## config.mk

```make
export PLATFORM = sky130hd
export DESIGN_NAME = ex_muldiv
export DESIGN_NICKNAME = d
export VERILOG_FILES = /design/src/rtl/ex_muldiv.sv
export SDC_FILE = /design/constraint.sdc
export NUM_CORES = 1
export LEC_CHECK = 0
export CORE_MARGIN = 2
export CORE_UTILIZATION = 40
export CTS_CLUSTER_SIZE = 12
export DETAILED_ROUTE_END_ITERATION = 7
export HOLD_SLACK_MARGIN = 0.06
export PLACE_DENSITY = 0.57
export SLEW_MARGIN = 40
export SYNTH_ARGS = -nofsm -noshare
export SYNTH_HDL_FRONTEND = slang
export SYNTH_SLANG_ARGS = --single-unit
```

## constraint.sdc

```tcl
create_clock -name clk -period 6.4 [get_ports clk]
set_clock_uncertainty 0.2 [all_clocks]
set_input_delay 0.64 -clock clk [delete_from_list [all_inputs] [get_ports clk]]
set_output_delay 0.64 -clock clk [all_outputs]
set_load 0.01 [all_outputs]
```

## src/rtl/ex_muldiv.sv

```systemverilog
// ex_muldiv -- iterative RV32M multiply/divide unit for the EX stage.
//
// It accepts one M-extension operation at a time from the ID/EX register.
// While the operation runs it holds `stall` high so the front of the pipeline
// freezes. It then presents a registered 32-bit `result` together with a
// one-cycle `done` pulse.
//
// Ports
//   clk      in   1   pipeline clock
//   rst      in   1   asynchronous active-low reset
//   start    in   1   ID/EX holds a valid M-op
//   funct3   in   3   MUL/MULH/MULHSU/MULHU/DIV/DIVU/REM/REMU
//   rs1_val  in  32   operand A
//   rs2_val  in  32   operand B
//   flush    in   1   squash: abort the current operation without completing
//   stall    out  1   freeze request (combinational)
//   done     out  1   result valid this cycle (registered)
//   result   out 32   registered result, held until the next completion
//
// Build option
//   MULDIV_FAST_MUL_EN: when defined, every multiply is computed in the start
//   cycle with one 64-bit multiply and completes with latency 1. Divides are
//   unaffected. When undefined, multiplies use the 32-cycle shift-add path and
//   no multiplier is inferred.
module ex_muldiv (
  input  logic        clk,
  input  logic        rst,
  input  logic        start,
  input  logic [2:0]  funct3,
  input  logic [31:0] rs1_val,
  input  logic [31:0] rs2_val,
  input  logic        flush,
  output logic        stall,
  output logic        done,
  output logic [31:0] result
);

  typedef enum logic [1:0] {S_IDLE, S_CALC, S_DONE} state_e;

  state_e      state_q, state_d;
  logic [5:0]  cnt_q, cnt_d;
  logic [2:0]  op_q, op_d;
  logic        neg_q, neg_d;
  logic [31:0] dvs_q, dvs_d;     // multiplicand (mul) or divisor (div) magnitude
  logic [63:0] acc_q, acc_d;     // mul: {partial hi, multiplier}; div: {rem, quotient}
  logic        done_q, done_d;
  logic [31:0] result_q, result_d;

  // Final sign fix. Multiplies negate the whole 64-bit product before picking
  // a half so that the high half of a negative product is correct.
  function automatic logic [31:0] finalize(input logic [2:0] op, input logic neg,
                                           input logic [63:0] acc);
    logic [63:0] p;
    logic [31:0] v;
    if (op[2]) begin
      v = op[1] ? acc[63:32] : acc[31:0];
      finalize = neg ? -v : v;
    end else begin
      p = neg ? -acc : acc;
      finalize = (op[1:0] == 2'b00) ? p[31:0] : p[63:32];
    end
  endfunction

  // Start-cycle operand decode
  logic        is_div, a_sgn, b_sgn, s_a, s_b, start_neg;
  logic [31:0] mag_a, mag_b;
  logic        div_zero, div_ovf, special;
  logic [31:0] special_res;

  assign is_div = funct3[2];
  // MUL/MULH/MULHSU treat A as signed; MUL/MULH treat B as signed; DIV/REM both.
  assign a_sgn  = is_div ? ~funct3[0] : (funct3 != 3'b011);
  assign b_sgn  = is_div ? ~funct3[0] : ~funct3[1];
  assign s_a    = a_sgn & rs1_val[31];
  assign s_b    = b_sgn & rs2_val[31];
  assign mag_a  = s_a ? -rs1_val : rs1_val;
  assign mag_b  = s_b ? -rs2_val : rs2_val;
  // The remainder takes the dividend's sign; everything else takes sign(A)^sign(B).
  assign start_neg = (is_div && funct3[1]) ? s_a : (s_a ^ s_b);

  assign div_zero = is_div && (rs2_val == 32'd0);
  assign div_ovf  = is_div && !funct3[0] &&
                    (rs1_val == 32'h8000_0000) && (rs2_val == 32'hFFFF_FFFF);

`ifdef MULDIV_FAST_MUL_EN
  logic [63:0] fast_prod;
  assign fast_prod = {{32{s_a}}, rs1_val} * {{32{s_b}}, rs2_val};
  assign special   = !is_div || div_zero || div_ovf;
`else
  assign special   = div_zero || div_ovf;
`endif

  always_comb begin
    special_res = 32'd0;
    if (div_zero) begin
      special_res = funct3[1] ? rs1_val : 32'hFFFF_FFFF;
    end else if (div_ovf) begin
      special_res = funct3[1] ? 32'd0 : 32'h8000_0000;
    end
`ifdef MULDIV_FAST_MUL_EN
    else if (!is_div) begin
      special_res = (funct3[1:0] == 2'b00) ? fast_prod[31:0] : fast_prod[63:32];
    end
`endif
  end

  // One iteration of shift-add multiply or restoring divide
  logic [32:0] mul_sum;
  logic [32:0] rem_sh;
  logic [32:0] rem_diff;
  logic [63:0] step;

  assign mul_sum  = {1'b0, acc_q[63:32]} + (acc_q[0] ? {1'b0, dvs_q} : 33'd0);
  assign rem_sh   = {acc_q[63:32], acc_q[31]};
  assign rem_diff = rem_sh - {1'b0, dvs_q};

  always_comb begin
    if (!op_q[2]) begin
      step = {mul_sum, acc_q[31:1]};
    end else if (!rem_diff[32]) begin
      step = {rem_diff[31:0], acc_q[30:0], 1'b1};
    end else begin
      step = {rem_sh[31:0], acc_q[30:0], 1'b0};
    end
  end

  always_comb begin
    state_d  = state_q;
    cnt_d    = cnt_q;
    op_d     = op_q;
    neg_d    = neg_q;
    dvs_d    = dvs_q;
    acc_d    = acc_q;
    result_d = result_q;
    done_d   = 1'b0;
    unique case (state_q)
      S_IDLE: begin
        if (start && !flush) begin
          op_d  = funct3;
          neg_d = start_neg;
          cnt_d = 6'd0;
          if (is_div) begin
            dvs_d = mag_b;
            acc_d = {32'd0, mag_a};
          end else begin
            dvs_d = mag_a;
            acc_d = {32'd0, mag_b};
          end
          if (special) begin
            state_d  = S_DONE;
            result_d = special_res;
            done_d   = 1'b1;
          end else begin
            state_d  = S_CALC;
          end
        end
      end
      S_CALC: begin
        if (flush) begin
          state_d = S_IDLE;
        end else begin
          acc_d = step;
          cnt_d = cnt_q + 6'd1;
          if (cnt_q == 6'd31) begin
            state_d  = S_DONE;
            result_d = finalize(op_q, neg_q, step);
            done_d   = 1'b1;
          end
        end
      end
      S_DONE: begin
        // The finished instruction is still in ID/EX here, so start is ignored.
        state_d = S_IDLE;
      end
      default: state_d = S_IDLE;
    endcase
  end

  always_ff @(posedge clk or negedge rst) begin
    if (!rst) begin
      state_q  <= S_IDLE;
      cnt_q    <= 6'd0;
      op_q     <= 3'd0;
      neg_q    <= 1'b0;
      dvs_q    <= 32'd0;
      acc_q    <= 64'd0;
      done_q   <= 1'b0;
      result_q <= 32'd0;
    end else begin
      state_q  <= state_d;
      cnt_q    <= cnt_d;
      op_q     <= op_d;
      neg_q    <= neg_d;
      dvs_q    <= dvs_d;
      acc_q    <= acc_d;
      done_q   <= done_d;
      result_q <= result_d;
    end
  end

  // While reset is asserted the pipeline must not see a stall, even if start is high.
  assign stall  = rst && (((state_q == S_IDLE) && start && !flush) || (state_q == S_CALC));
  assign done   = done_q;
  assign result = result_q;

endmodule

```

# [Yosys cells after proc, flatten, opt, wreduce, memory -nomap -nowiden]
# Index checks and enable logic that the tools add are counted.
[word_totals] ff_bits=141 input_bits=71 output_inout_bits=34 wordCells=91
[classes] addsub=7 eq_ne=10 muxes=40 bitwise=5 n_reduce_logical=21
[ops] operator="32-bit 2-to-1 mux" count=17
[ops] operator="64-bit 2-to-1 mux" count=5
[ops] operator="64-bit case mux with 2 select lines" count=1
[ops] operator="32-bit negation" count=3
[ops] operator="32-bit equality test (second input constant)" count=2
[ops] operator="64-bit negation" count=1
[ops] operator="32-bit case mux with 2 select lines" count=1
[ops] operator="32-bit by 32-bit adder with 33-bit output" count=1
[ops] operator="33-bit by 32-bit subtractor with 33-bit output" count=1
[ops] operator="32-bit logical NOT" count=1
[ops] operator="6-bit 2-to-1 mux" count=2
[ops] operator="6-bit case mux with 2 select lines" count=1
[ops] operator="1-bit logical AND" count=9
[ops] operator="2-bit 2-to-1 mux" count=4
[ops] operator="2-bit inequality test (second input constant)" count=4
[ops] operator="1-bit 2-to-1 mux" count=7
[ops] operator="6-bit by 1-bit adder with 6-bit output (second input constant)" count=1
[ops] operator="6-bit by 5-bit equality test with 1-bit output (second input constant)" count=1
[ops] operator="5-bit AND reduction" count=1
[ops] operator="2-bit logical NOT" count=2
[ops] operator="2-bit case mux with 2 select lines" count=1
[ops] operator="2-bit AND reduction" count=2
[ops] operator="3-bit by 2-bit inequality test with 1-bit output (second input constant)" count=1
[ops] operator="3-bit inequality test (second input constant)" count=1
[ops] operator="9 further kinds" count=13

# [Depth between registers and ports, before layout]
# Gate-level depths: netlist (run 1).
[depth] ltp_word=10 ltp_mapped=26 ltp_nobuf=23

# [Least setup slack after synthesis (run 1)]
# OpenSTA, ideal clock, no wires.
[synth_path] path_kind="flip-flop to flip-flop" from="register acc_q[31]" to="register result_q[30], in the netlist result[30]" setup_ns=0.065 arrival_ns=5.939 t_required_ns=6.135 slack_ns=0.196 path_stages_with_launch=27 path_buffers=3 period_less_slack_ns=6.204 path_cell_list="dfrtp_1 > inv_1 > ha_1 > inv_1 > fa_1 > a211oi_1 > nor3_2 > o21ai_0 > a21o_1 > a211oi_2 > buf_6 > buf_6 > a21oi_1 > ha_1 > o2111ai_1 > or4_1 > nor4_4 > nand2_1 > or3_1 > a21oi_1 > or4b_1 > buf_2 > nand3b_4 > or4_1 > a31oi_1 > a31oi_1 > nand2_1"
[synth_via] elab_chain_len=10 word_cells_on_any_way=13 classes_between="add/sub: 3; mux: 10"
[synth_rtl] item="start: declaration" line_no="45" text="logic [63:0] acc_q, acc_d;"
[synth_rtl] item="start signal: assignment" line_no="186" text="acc_q <= 64'd0;"
[synth_rtl] item="start signal: assignment" line_no="195" text="acc_q <= acc_d;"
[synth_rtl] item="33-bit by 32-bit subtractor with 33-bit output" line_no="115" text="assign rem_diff = rem_sh - {1'b0, dvs_q};"
[synth_rtl] item="64-bit 2-to-1 mux" line_no="120" text="end else if (!rem_diff[32]) begin"
[synth_rtl] item="64-bit 2-to-1 mux (*)" line_no="118" text="if (!op_q[2]) begin"
[synth_rtl] item="64-bit negation or 32-bit 2-to-1 mux (tied branches)" line_no="59, 56"
[synth_rtl] item="64-bit 2-to-1 mux or 32-bit negation (tied branches)" line_no="59, 57"
[synth_rtl] item="32-bit 2-to-1 mux (on tied branches)" line_no="60, 57"
[synth_rtl] item="32-bit 2-to-1 mux (*)" line_no="55" text="if (op[2]) begin"
[synth_rtl] item="32-bit 2-to-1 mux (*)" line_no="164" text="if (cnt_q == 6'd31) begin"
[synth_rtl] item="32-bit 2-to-1 mux (*)" line_no="159" text="if (flush) begin"
[synth_rtl] item="32-bit case mux with 2 select lines (*)" line_no="136" text="unique case (state_q)"
[synth_rtl] item="end signal: assignment" line_no="197" text="result_q <= result_d;"
[synth_rtl] item="end: declaration" line_no="47" text="logic [31:0] result_q, result_d;"
# Mark *: on every way between the ends. The rest lies on a longest branch, timed or not. The select of a mux whose other input is x is not followed.
# A chain may end at the register's enable or synchronous reset.

# [Worst setup path in the final report (run 1)]
[layout_path] from="register acc_q[60]" to="register result_q[30], in the netlist result[30]"
# The elaborated chain is that of the path after synthesis.

==> summary.md, run 1 <==
| Metric | Value |
|---|---|
| Fillers | `4510` |
| Slowest cell on the critical path | `or4_1` |
| Crit. End Element | `flip-flop` |
| Buffers on Ports | `104` |
| Cell count after synthesis | `2451` |
| Die Y | `213 um` |
| Period utilisation layout | `0.947` |
| DR WL/cell | `26.2 um` |
| Layout Nets | `2672` |
| Worst Tran Pin Value | `0.891 ns` |
| Final Max Slew Viols | `0` |
| Fraction of the mapped netlist area in simple logic gates | `0.261` |
| Maximum number of pins on one net before global-route repair | `94` |
| Setup Viol. Count Final | `0` |
| Post-Synth Adder-Cell Area | `0.0523` |
| Largest family of logic cells by synthesized area | `compound AO/OA/AOI/OAI gates` |
| Router iterations before antenna repair | `7` |
| Detailed Place HPWL | `65000 um` |
| Synth cell types | `107` |
| Reg-to-reg slack, setup | `0.34 ns` |
| GPL Wtd Cong | `1.04` |
| Required time of the critical path | `6.59 ns` |
| MaxCap Viol Count | `0` |
| Yosys warning total | `0` |
| Die Area | `45500 sq um` |
| Worst Path Max Fanout | `7` |
| CP startpoint kind | `flip-flop` |
| Depth of the most critical reg-to-reg path | `20` |
| ANT nets after route | `0` |
| Global route total overflow | `0` |
| PwrDens | `409 nW/um^2` |
| Reg2reg start | `acc_q[60]$_DFFE_PN0P_` |
| Area growth syn-to-layout | `15.3%` |
| Fmax achieved | `0.165 GHz` |
| Routed vias/inst | `6.38` |
| Site Rows | `76` |
| Starting density of the core | `0.406` |
| Synthesized area | `17500 sq um` |
| CP cell instances | `ha_2, nand4_2, or4_1, o221a_1, a21boi_4, a211oi_4, a21oi_2, ha_1, o2111ai_1, or4_1, nor4_4, nand2_1, or3_1, a21oi_1, or4b_1, nand3b_4, or4_1, a31oi_1, a31oi_1, nand2_1` |
| Global Route Usage Sum | `0.360` |
| CTS tree | `done` |
| Syn Area/Cell | `7.15 sq um` |
| Clk Latency, worst-skew pair | `0.46 ns` |
| Worst vdd ir | `206 uV` |
| Vias in the first global route | `18600` |
| Initial antenna violation count | `6` |
| Layout cell share with drive strength beyond 1 | `0.0940` |
| # IOs | `105` |
| Antenna Cells | `0` |
| Via count | `20000` |
| Critical Path Max Stage Delay | `0.55 ns` |
| Post-synth EDFFs | `0` |
| DR iter-0 viols | `2368` |
| Crit path DAT | `6.26 ns` |
| CTS clk-pin slew, worst paths | `0.07 ns` |
| Post-synthesis xor/xnor area fraction | `0.0795` |
| Worst setup endpoint | `result[30]$_DFFE_PN0P_` |
| Period minus WS final | `6.06 ns` |
| Commonest non-fill, non-tap cell in the layout | `nand2_1` |
| Htree depth | `4` |
| Die width | `213 um` |
| Register area share after synthesis | `0.201` |
| Outcome | `finished clean` |
| Core area | `43200 sq um` |
| Root buffer cell | `clkbuf_16` |
| #FFs+latches synth | `141` |
| First-pass GRT wire length | `121000 um` |
| Min-delay worst type | `flip-flop to flip-flop` |
| RSZ-0062 raised after global routing | `false` |
| Worst setup path category | `flip-flop to flip-flop` |
| Critical path origin | `acc_q[60]$_DFFE_PN0P_` |
| Final Hold Fails | `0` |
| Most used DFF post-synth | `dfrtp_1` |
| Routed WL | `82000 um` |
| CTS Sinks | `141` |
| DRC | `0` |
| Top cell by count, worst path | `or4_1` |
| Synth async-reset ratio | `1.00` |
| CTS max path bufs | `2` |
| Post-synthesis compound-gate area fraction | `0.303` |
| Worst slew margin | `0.401` |
| Syn nets | `2594` |
| R2r endpoint | `result[30]$_DFFE_PN0P_` |
| Setup TNS | `0 ns` |
| Leakage | `0.00798 uW` |
| Hold Slack | `0.306 ns` |
| Mux share of post-synthesis cell area | `0.0522` |
| Most frequent cells in the layout | `nand2_1 (293), nor2_1 (268), a21oi_1 (230)` |
| CTS Buf Count | `17` |
[power breakdown]
group | leakage, uW | internal, uW | total [uW] | switching (uW)
logic | 0.00590 | 2080 | 5820 | 3740
clock network | 0.000286 | 622 | 1100 | 474
registers | 0.00180 | 1060 | 1350 | 294
total | 0.00798 | 3760 | 8270 | 4510
[routing by layer]
| layer | GRT usage | part of all wire | wire length (um) | up-vias |
|---|---|---|---|---|
| met4 | 0.194 | 0.058 | 4750 | 4 |
| li1 | - | - | - | 9136 |
| met1 | 0.483 | 0.42 | 34300 | 9615 |
| met2 | 0.551 | 0.44 | 36000 | 1014 |
| met5 | 0 | 0.00032 | 26 | - |
| met3 | 0.0627 | 0.084 | 6910 | 190 |
[synth_stat cells (36+ instances only)]
master    count  share of area
xnor2_1      86          0.043
o21ai_0     211          0.060
o211ai_1     40          0.017
and2_1       46          0.016
nor3_1       70          0.020
ha_1         70          0.050
dfrtp_1     141           0.20
a21oi_1     231          0.066
o31ai_1      40          0.017
nor2_1      271          0.058
mux2i_1      51          0.029
a211oi_1     36          0.015
xor2_1       73          0.036
nand3_1      66          0.019
a31oi_1      37          0.013
nand2_1     294          0.063
clkbuf_1    123          0.026
inv_1        59          0.013
[repair_timing]
item	in CTS	in global routing
hold buffers	1	0
setup endpoints to repair	0	9
hold endpoints to repair	14	0
buffers inserted	0	0
resized for setup	0	6
[critical path, delay by kind of cell, from the launching register on]
family,cells,cell delay (ns)
adders and majority gates,2,0.62
AOI/OAI and AO/OA,8,1.43
and+or+nand+nor,10,3.29
DFF,1,0.43
[flip-flops by register name, summed over array words and instances (netlist names)]
register	flops
acc_q	64
cnt_q	6
done	1
dvs_q	32
neg_q	1
op_q	3
result	32
state_q	2
[layout make-up]
class                      count  area [sq um]  area share
sequential                   141          3530       0.175
timing repair buffer         216          1900      0.0939
clock inverter                14           184     0.00910
tap                          585           732      0.0362
multi-input combinational   2091         13200       0.653
clock buffer                  18           429      0.0212
inverter                      62           233      0.0115
[logic make-up after synthesis]
| kind of cell | Yosys count |
|---|---|
| flops | 141 |
| compound gates | 825 |
| mux | 81 |
| fa+ha+maj | 72 |
| buf+inv | 219 |
| simple gates | 954 |
| xor+xnor | 159 |
[how the worst min path moves through the flow]
stage                            from  cells after the start  slack [ns]                     end
6_report        dvs_q[13]$_DFFE_PN0P_                      2        0.31   dvs_q[13]$_DFFE_PN0P_
5_1_grt        result[11]$_DFFE_PN0P_                      2        0.35  result[11]$_DFFE_PN0P_
4_1_cts         dvs_q[13]$_DFFE_PN0P_                      2        0.30   dvs_q[13]$_DFFE_PN0P_
3_5_place_dp    dvs_q[13]$_DFFE_PN0P_                      2        0.29   dvs_q[13]$_DFFE_PN0P_
3_3_place_gp     dvs_q[5]$_DFFE_PN0P_                      2        0.28    dvs_q[5]$_DFFE_PN0P_
2_1_floorplan                     rst                      0        0.14    acc_q[0]$_DFFE_PN0P_
[stage by stage]
step | area (sq um) | power [uW] | std cells | utilization | setup WS [ns]
after global routing | 20200 | 8720 | 3127 | 0.468 | 0.0404
after global placement | 19500 | 6950 | 3093 | 0.452 | 0.459
after floorplan | 17500 | 5000 | 2451 | - | 0.196
after detailed placement | 19500 | 6960 | 3093 | 0.452 | 0.269
final | 20200 | 8270 | 3127 | 0.468 | 0.339
after CTS | 20200 | 8080 | 3126 | 0.467 | 0.224
Power figures use the tool's default switching activity.
==> run 2, diff against run 1 <==
--- a/config.mk
+++ b/config.mk
@@ -9,9 +9,11 @@
 export CORE_UTILIZATION = 40
 export CTS_CLUSTER_SIZE = 12
 export DETAILED_ROUTE_END_ITERATION = 7
+export GPL_TIMING_DRIVEN = 1
 export HOLD_SLACK_MARGIN = 0.06
-export PLACE_DENSITY = 0.57
+export PLACE_DENSITY = 0.54
 export SLEW_MARGIN = 40
 export SYNTH_ARGS = -nofsm -noshare
 export SYNTH_HDL_FRONTEND = slang
 export SYNTH_SLANG_ARGS = --single-unit
+export TNS_END_PERCENT = 1
==> constraint.sdc (replaced) <==
create_clock -name clk -period 6.6 [get_ports clk]
set_clock_uncertainty 0.2 [all_clocks]
set_input_delay 0.66 -clock clk [delete_from_list [all_inputs] [get_ports clk]]
set_output_delay 0.66 -clock clk [all_outputs]
set_load 0.01 [all_outputs]
==> summary.md, run 2 (synthesized netlist as in run 1, its figures left out) <==
| Metric | Value |
|---|---|
| Vias in the first global route | `18500` |
| Htree depth | `4` |
| Min-delay worst type | `flip-flop to flip-flop` |
| Final WS setup | `0.374 ns` |
| CTS Buf Count | `17` |
| Maximum number of pins on one net before global-route repair | `82` |
| MaxCap Viol Count | `0` |
| Site Rows | `76` |
| Crit path DAT | `6.43 ns` |
| Global route total overflow | `0` |
| CTS clk-pin slew, worst paths | `0.07 ns` |
| Fillers | `4519` |
| Root buffer cell | `clkbuf_16` |
| Outcome | `finished clean` |
| Reg-to-reg slack, setup | `0.37 ns` |
| Die Area | `45500 sq um` |
| Routed WL | `84700 um` |
| Final Max Slew Viols | `0` |
| Reg2reg start | `acc_q[54]$_DFFE_PN0P_` |
| CTS max path bufs | `2` |
| CP startpoint kind | `flip-flop` |
| Routed vias/inst | `6.39` |
| Worst vdd ir | `193 uV` |
| Final std cells w/o fill | `3118` |
| Postcts setup bufs | `0` |
| # IOs | `105` |
| DR WL/cell | `27.2 um` |
| Leakage | `0.00796 uW` |
| Max reg flops | `64` |
| Die Y | `213 um` |
| Most frequent cells in the layout | `nand2_1 (293), nor2_1 (268), a21oi_1 (231)` |
| Buffers on Ports | `104` |
| Register area | `3530 sq um` |
| Hold Slack | `0.302 ns` |
| GPL Wtd Cong | `1.02` |
| Fmax achieved | `0.161 GHz` |
| Worst slew margin | `0.373` |
| Crit. End Element | `flip-flop` |
| RSZ-0062 raised after global routing | `false` |
| PwrDens | `399 nW/um^2` |
| Top reg by flops | `acc_q` |
| First-pass GRT wire length | `123000 um` |
| Worst Path Max Fanout | `9` |
| ANT nets after route | `0` |
| Worst setup endpoint | `result[30]$_DFFE_PN0P_` |
| Critical path origin | `acc_q[54]$_DFFE_PN0P_` |
| DR iter-0 viols | `2031` |
| Layout Nets | `2663` |
| Area growth syn-to-layout | `14.9%` |
| Starting density of the core | `0.406` |
| Placed instance count | `3085` |
| Die width | `213 um` |
| Required time of the critical path | `6.81 ns` |
| Clk Latency, worst-skew pair | `0.47 ns` |
| R2r endpoint | `result[30]$_DFFE_PN0P_` |
| Commonest non-fill, non-tap cell in the layout | `nand2_1` |
| Setup Viol. Count Final | `0` |
| Depth of the most critical reg-to-reg path | `20` |
| Initial antenna violation count | `7` |
| CTS Sinks | `141` |
| Via count | `19900` |
| Router iterations before antenna repair | `6` |
| Final Hold Fails | `0` |
| Pre-CTS setup slack | `0.399 ns` |
| Global Route Usage Sum | `0.372` |
| Post-layout util | `0.467` |
| Worst Tran Pin Value | `0.930 ns` |
| Layout cell share with drive strength beyond 1 | `0.0908` |
| Period minus WS final | `6.23 ns` |
| Setup TNS | `0 ns` |
| CTS tree | `done` |
| Detailed Place HPWL | `67600 um` |
| Period utilisation layout | `0.943` |
| Worst setup path category | `flip-flop to flip-flop` |
| Antenna Cells | `0` |
| DRC | `0` |
| Core area | `43200 sq um` |
| Area of the multi-input gates | `13200 sq um` |
[run 2: cell count changes in the layout (fill, tap and decap cells not counted), moves of 2 or more]
cell / previous run / this run
o21ai_1: 8 / 10
inv_6: 5 / 3
o21ai_0: 210 / 208
buf_2: 2 / 0
buf_4: 107 / 100
clkinv_4: 1 / 4
[run 2: metrics by stage]
stage | total power, uW | area (sq um)
2_1_floorplan | 4850 | 17500
3_3_place_gp | 6780 | 19400
3_5_place_dp | 6770 | 19500
4_1_cts | 7880 | 20100
5_1_grt | 8490 | 20100
6_report | 8030 | 20100
[run 2: worst min path at each step]
stage	startpoint	to	cells past startpoint
finish	result[3]$_DFFE_PN0P_	result[3]$_DFFE_PN0P_	2
global route	result[1]$_DFFE_PN0P_	result[1]$_DFFE_PN0P_	1
floorplan	rst	acc_q[0]$_DFFE_PN0P_	0
detailed placement	result[3]$_DFFE_PN0P_	result[3]$_DFFE_PN0P_	2
global placement	dvs_q[12]$_DFFE_PN0P_	dvs_q[12]$_DFFE_PN0P_	2
CTS	result[3]$_DFFE_PN0P_	result[3]$_DFFE_PN0P_	2
[run 2: routing by layer]
metal,vias up,part of all wire,track usage
li1,9125,-,-
met1,9517,0.41,0.489
met2,1065,0.43,0.567
met3,201,0.091,0.0713
met4,4,0.064,0.222
met5,-,0.00032,0
[run 2: layout make-up]
cell class / count / area share
Multi-Input combinational cell: 2091 / 0.655
Sequential cell: 141 / 0.175
Timing Repair Buffer: 207 / 0.0907
Tap cell: 585 / 0.0363
Clock buffer: 18 / 0.0218
Inverter: 62 / 0.0116
Clock inverter: 14 / 0.00919
[run 2: critical path, cell delays in order, from the launching register on]
cell,delay (ns)
dfrtp_1,0.42
ha_1,0.42
a21o_1,0.27
o21bai_1,0.17
a41oi_1,0.61
and3b_4,0.37
a211oi_4,0.09
a21oi_1,0.23
ha_1,0.23
o2111ai_2,0.18
or4_4,0.49
nor4_4,0.24
nand2_1,0.12
or3_1,0.31
a21oi_1,0.21
or4b_1,0.54
nand3b_4,0.23
or4_1,0.51
a31oi_1,0.17
a31oi_1,0.06
nand2_1,0.08
[run 2: power by group]
part / internal (uW) / switching [uW]
sequential: 1030 / 258
clock: 612 / 467
combinational: 1980 / 3690
[run 2: what timing repair did]
action	CTS	global route
hold buffers	1	0
resized for setup	0	5
setup endpoints to repair	0	6
endpoints found under the hold margin	25	0
